$ cat config.mk
export PLATFORM = sky130hd
export DESIGN_NAME = operand_loader
export DESIGN_NICKNAME = d
export VERILOG_FILES = /design/src/rtl/operand_loader_pkg.sv /design/src/rtl/operand_loader_result_reg.sv /design/src/rtl/operand_loader.sv
export SDC_FILE = /design/constraint.sdc
export NUM_CORES = 1
export LEC_CHECK = 0
export BUFFER_PORTS_ARGS = -buffer_cell sky130_fd_sc_hd__buf_2
export CORE_MARGIN = 1
export CORE_UTILIZATION = 54
export DETAILED_ROUTE_END_ITERATION = 12
export HOLD_SLACK_MARGIN = 0.06
export PLACE_DENSITY = 0.82
export SLEW_MARGIN = 20
export SYNTH_ARGS = -nofsm -noshare
export SYNTH_HDL_FRONTEND = slang
export SYNTH_HIERARCHICAL = 1
export SYNTH_SLANG_ARGS = --single-unit
$ cat constraint.sdc
create_clock -name CLK -period 3.41 [get_ports CLK]
set_input_delay 0.1705 -clock CLK [delete_from_list [all_inputs] [get_ports CLK]]
set_output_delay 0.1705 -clock CLK [all_outputs]
set_load 0.05 [all_outputs]
$ cat src/rtl/operand_loader_pkg.sv
// Shared types and constants for the operand loader front-end:
// FSM encoding, word-index width and the saturating sync-error counter.
package operand_loader_pkg;

   typedef enum logic [1:0] {
      ST_LOAD  = 2'd0,
      ST_ISSUE = 2'd1,
      ST_WAIT  = 2'd2,
      ST_FULL  = 2'd3
   } state_t;

   localparam int NUM_OPND = 4;
   localparam int IDX_W    = 2;

   localparam int                    SYNC_ERR_W   = 8;
   localparam logic [SYNC_ERR_W-1:0] SYNC_ERR_MAX = '1;

   function automatic logic [SYNC_ERR_W-1:0] sat_inc(input logic [SYNC_ERR_W-1:0] v);
      logic [SYNC_ERR_W-1:0] r;
      r = v;
      if (v != SYNC_ERR_MAX) begin
         r = v + 1'b1;
      end
      return r;
   endfunction

endpackage

$ cat src/rtl/operand_loader_result_reg.sv
// One-entry valid/ready holding register for the captured compute result.
// A drain and a capture on the same edge keep the entry valid with new data.
module result_reg #(
   parameter int DW = 16
) (
   input  logic          CLK,
   input  logic          RST_N,
   input  logic          capture,
   input  logic          drain,
   input  logic [DW-1:0] cap_data,
   output logic          valid,
   output logic [DW-1:0] data
);

   logic          valid_q, valid_d;
   logic [DW-1:0] data_q, data_d;

   always_comb begin
      valid_d = valid_q;
      data_d  = data_q;
      if (valid_q && drain) begin
         valid_d = 1'b0;
      end
      if (capture) begin
         valid_d = 1'b1;
         data_d  = cap_data;
      end
   end

   always_ff @(posedge CLK or negedge RST_N) begin
      if (!RST_N) begin
         valid_q <= 1'b0;
         data_q  <= '0;
      end else begin
         valid_q <= valid_d;
         data_q  <= data_d;
      end
   end

   assign valid = valid_q;
   assign data  = data_q;

endmodule

$ cat src/rtl/operand_loader.sv
// Serial-to-parallel operand loader for the (a-b)*(1+3c)-4d >>> 1 datapath:
// collects four words, holds them for the external compute stage, captures its result.
module operand_loader
   import operand_loader_pkg::*;
#(
   parameter int WIDTH    = 8,
   parameter int CALC_LAT = 1
) (
   input  logic                  CLK,
   input  logic                  RST_N,
   input  logic                  in_valid,
   output logic                  in_ready,
   input  logic                  in_sop,
   input  logic [WIDTH-1:0]      in_data,
   output logic [WIDTH-1:0]      a,
   output logic [WIDTH-1:0]      b,
   output logic [WIDTH-1:0]      c,
   output logic [WIDTH-1:0]      d,
   output logic                  op_valid,
   input  logic [2*WIDTH-1:0]    y_in,
   output logic                  res_valid,
   input  logic                  res_ready,
   output logic [2*WIDTH-1:0]    res_data,
   output logic [SYNC_ERR_W-1:0] sync_err
);

   localparam int               CNT_W    = (CALC_LAT > 1) ? $clog2(CALC_LAT) : 1;
   localparam logic [CNT_W-1:0] CNT_LAST = CNT_W'(CALC_LAT - 1);

   state_t                  state_q, state_d;
   logic [IDX_W-1:0]        idx_q, idx_d;
   logic [CNT_W-1:0]        cnt_q, cnt_d;
   logic [SYNC_ERR_W-1:0]   sync_err_q, sync_err_d;
   logic                    rdy_en_q, rdy_en_d;

   logic                    accept;
   logic                    last_word;
   logic                    wait_last;
   logic                    res_free;
   logic                    capture;
   logic [NUM_OPND-1:0]     load_en;
   logic [WIDTH-1:0]        opnd [NUM_OPND];

   assign accept    = in_valid && in_ready;
   assign last_word = accept && !in_sop && (idx_q == IDX_W'(NUM_OPND - 1));
   assign wait_last = (state_q == ST_WAIT) && (cnt_q == CNT_LAST);
   assign res_free  = !res_valid || res_ready;

   // ---------------- FSM: state register ----------------
   always_ff @(posedge CLK or negedge RST_N) begin
      if (!RST_N) begin
         state_q <= ST_LOAD;
      end else begin
         state_q <= state_d;
      end
   end

   // ---------------- FSM: next state ----------------
   always_comb begin
      state_d = state_q;
      unique case (state_q)
         ST_LOAD: begin
            if (last_word) begin
               state_d = ST_ISSUE;
            end
         end
         ST_ISSUE: begin
            state_d = ST_WAIT;
         end
         ST_WAIT: begin
            if (wait_last) begin
               state_d = res_free ? ST_LOAD : ST_FULL;
            end
         end
         ST_FULL: begin
            if (res_ready) begin
               state_d = ST_LOAD;
            end
         end
         default: begin
            state_d = ST_LOAD;
         end
      endcase
   end

   // ---------------- FSM: outputs ----------------
   // in_ready depends only on registered state, never on in_valid or res_ready.
   always_comb begin
      in_ready = 1'b0;
      op_valid = 1'b0;
      capture  = 1'b0;
      unique case (state_q)
         ST_LOAD:  in_ready = rdy_en_q;
         ST_ISSUE: op_valid = 1'b1;
         ST_WAIT:  capture  = wait_last && res_free;
         ST_FULL:  capture  = res_ready;
         default:  in_ready = 1'b0;
      endcase
   end

   // ---------------- latency counter and word index ----------------
   always_comb begin
      cnt_d = '0;
      if (state_q == ST_WAIT) begin
         cnt_d = cnt_q + 1'b1;
      end
   end

   always_comb begin
      idx_d      = idx_q;
      sync_err_d = sync_err_q;
      if (accept) begin
         if (in_sop) begin
            idx_d = IDX_W'(1);
            if (idx_q != '0) begin
               sync_err_d = sat_inc(sync_err_q);
            end
         end else begin
            idx_d = idx_q + 1'b1;
         end
      end
   end

   // A start-of-set word always lands in slot 0, whatever the current index.
   always_comb begin
      load_en = '0;
      if (accept) begin
         if (in_sop) begin
            load_en[0] = 1'b1;
         end else begin
            load_en[idx_q] = 1'b1;
         end
      end
   end

   assign rdy_en_d = 1'b1;

   always_ff @(posedge CLK or negedge RST_N) begin
      if (!RST_N) begin
         idx_q      <= '0;
         cnt_q      <= '0;
         sync_err_q <= '0;
         rdy_en_q   <= 1'b0;
      end else begin
         idx_q      <= idx_d;
         cnt_q      <= cnt_d;
         sync_err_q <= sync_err_d;
         rdy_en_q   <= rdy_en_d;
      end
   end

   // ---------------- operand registers ----------------
   for (genvar gi = 0; gi < NUM_OPND; gi++) begin : g_opnd
      logic [WIDTH-1:0] opnd_q, opnd_d;

      always_comb begin
         opnd_d = opnd_q;
         if (load_en[gi]) begin
            opnd_d = in_data;
         end
      end

      always_ff @(posedge CLK or negedge RST_N) begin
         if (!RST_N) begin
            opnd_q <= '0;
         end else begin
            opnd_q <= opnd_d;
         end
      end

      assign opnd[gi] = opnd_q;
   end

   assign a        = opnd[0];
   assign b        = opnd[1];
   assign c        = opnd[2];
   assign d        = opnd[3];
   assign sync_err = sync_err_q;

   // ---------------- result holding register ----------------
   result_reg #(
      .DW (2*WIDTH)
   ) u_result_reg (
      .CLK      (CLK),
      .RST_N    (RST_N),
      .capture  (capture),
      .drain    (res_ready),
      .cap_data (y_in),
      .valid    (res_valid),
      .data     (res_data)
   );

endmodule
==> metrics.md <==
| Metric | Value |
|---|---|
| Status | finished clean |
| Routed len/inst | roughly 15 µm |
| LEAKAGE | between 1.5 and 2 nW |
| Initial antenna violation count | 0 |
| GP Congestion | around 0.82 |
| Mean area per synthesized cell | around 15 µm² |
| Clk Latency, worst-skew pair | about 0.34 ns |
| Fmax achieved | between 0.5 and 0.6 GHz |
| Post-synthesis sequential area ratio | 0.599 |
| ANT cells | 0 |
| Nets@finish | about 330 |
| Row cnt | 25 |
| Via density | approximately 5.2 |
| Maximum vdd drop | roughly 730 µV |
| Slew Limit Fails | 0 |
| Slew @ Worst Pin | ~0.86 ns |
| Setup CP Type | reg2reg |
| Initial core utilization | 0.561 |
| Synth unique cells | 34 |
| Port bufs | 87 |
| Vias in the first global route | ~1900 |
| Most common cell in the netlist | dfrtp_1 |
| Core Area | 4690 µm² |
| Setup_tns | 0 ns |
| Die height | between 70 and 80 µm |
| Synth Warn # | 6 |
| PnR Total Power | ~3.7 mW |
| Post-Synthesis Cell Area | 2630 µm² |
| WL final | roughly 5400 µm |
| Top cells by count, synth | 63 x dfrtp_1, 43 x mux2_2, 9 x mux2_4 |
| CTS Sinks | between 60 and 70 |
| HPWL after detailed placement | about 3600 µm |
| Crit share post-route | 0.518 |
| RSZ-0062 raised after global routing | false |
| Final hold vios | 0 |
| Top cell type by total area after synthesis | dfrtp_1 |
| Req. time, crit path | approximately 3.6 ns |
| Final critical-path required period | 1.77 ns |
| Root buf cell | clkbuf_8 |
| DRC violations left | 0 |
| Num CTS Buffers | 9 |
| CP max FO | 10 |
| TritonCTS clock tree | built |
| Relative slew slack | 0.425 |
| Min-Delay Path Class | in2reg |
| Clk slew on worst S/H paths | roughly 0.06 ns |
| Synth area leaders | dfrtp_1 60%, mux2_2 18%, mux2_4 5.1%, ha_1 2.4%, buf_6 0.86% |
| All-Layer GR Usage | 0.235 |
| Hold_ws | 0.0782 ns |
| Mapped Cells | 180 |
| First drt pass iteration count | 6 |
| DR vias | around 1800 |
| Top_reg_cell synth | dfrtp_1 |
| Post_cts resized | 0 |
| Die width | 71.8 µm |
| Dpl ws | 1.63 ns |
| Max_cap viols | 0 |
| Post-route setup slack | around 1.6 ns |
| Syn Nets | 214 |
| Die Area | between 5000 and 6000 µm² |
| Overflow after GRT | 0 |
| Final Skew | between 0.007 and 0.008 ns |
| CP Capture Type | register |
| Share of cells above drive strength 1 | 0.541 |
| FF+latch count, synth | 63 |
| Pin count of the biggest net entering global routing | 40 |
| Finished Layout Cells | 350 |
| Area Growth Syn to Fin | 30.9% |
| Cells after DPL | roughly 320 |
| Iter 0 DRT Violations | between 50 and 60 |
| Post-synth EDFFs | 0 |
| Finish-stage setup viols | 0 |
| Post-route ant nets | 0 |
| Critical path data arrival time | between 1.5 and 2 ns |
| Clock Path Buffers | 2 |
| Post-synth top area share | 0.599 |
| # H-tree levels | 3 |
| Startpoint types | register |
| Pwr dens | ~1100 nW/µm² |
| I/O pins | 88 |
| Post-synthesis async set-or-reset flop share | 1.00 |
| First-pass GRT wire length | 8910 µm |
repair_timing:
| action | in CTS | in global routing |
|---|---|---|
| hold endpoints to repair | 53 | 0 |
| setup buffers | 0 | 0 |
| hold buffers | 16 | 0 |
layer usage:
layer	GRT usage	routed length, µm
met1	0.286	2250
met2	0.370	2700
met3	0.0970	351
met4	0.105	110
met5	0	0
worst max-delay path: stages (launching register included):
cell and delay, ns:
dfrtp_1 0.44, and4bb_2 0.46, o21a_1 0.37, mux2_2 0.38
where the power goes:
group          internal [mW]  switching, mW
Combinational          0.496           1.32
Clock                  0.357          0.270
Sequential              1.04          0.170
Total                   1.90           1.76
placed cells by master, fill, tap and decap left out, drive strengths merged, types with 2 or more instances in the layout:
master       count
a21oi            4
and2             2
buf             88
clkbuf          13
dfrtp           63
dlygate4sd3     16
ha               5
inv              6
mux2            52
nand2            8
nand3            3
nand3b           2
nor2             5
nor2b            3
nor3             3
o21ai            4
xnor2            2
kinds of logic after synthesis:
kind of cell | Yosys count | synth area share
compound gates | 12 | 0.0285
buf+inv | 10 | 0.0266
fa+ha+maj | 5 | 0.0238
simple gates | 33 | 0.0718
other cells | 1 | 0.00142
xor+xnor | 3 | 0.00998
flops | 63 | 0.599
mux | 53 | 0.239
flip-flops by register name (all words and copies together), names as in the netlist:
register            count
u_result_reg/valid      1
a                       8
state_q                 2
c                       8
b                       8
idx_q                   2
rdy_en_q                1
u_result_reg/data      16
sync_err                8
d                       8
cnt_q                   1
worst paths after layout:
path                             from                    end  slack (ns)  cells past startpoint
hold reg to reg                  c[4]                   c[4]        0.50                      1
min in group asynchronous       RST_N   u_result_reg/data[1]        0.48                      2
setup / recovery           state_q[0]                   a[6]        1.64                      3
setup reg to reg           state_q[0]                   a[6]        1.64                      3
max in group asynchronous       RST_N                   a[7]        2.08                      3
hold / removal               y_in[12]  u_result_reg/data[12]        0.08                      2
layout make-up:
cell class	instances	area, µm²
clock buffer	13	149
clock inverter	3	42.5
timing repair buffer	104	603
tap	54	67.6
fill	310	1240
multi-input combinational	107	986
sequential	63	1580
inverter	6	22.5
per-stage QoR:
step / utilization / area (µm²)
4_1_cts: 0.735 / 3450
6_report: 0.735 / 3450
3_3_place_gp: 0.660 / 3100
3_5_place_dp: 0.660 / 3100
2_1_floorplan: - / 2630
5_1_grt: 0.735 / 3450
(Power assumes the default switching activity.)
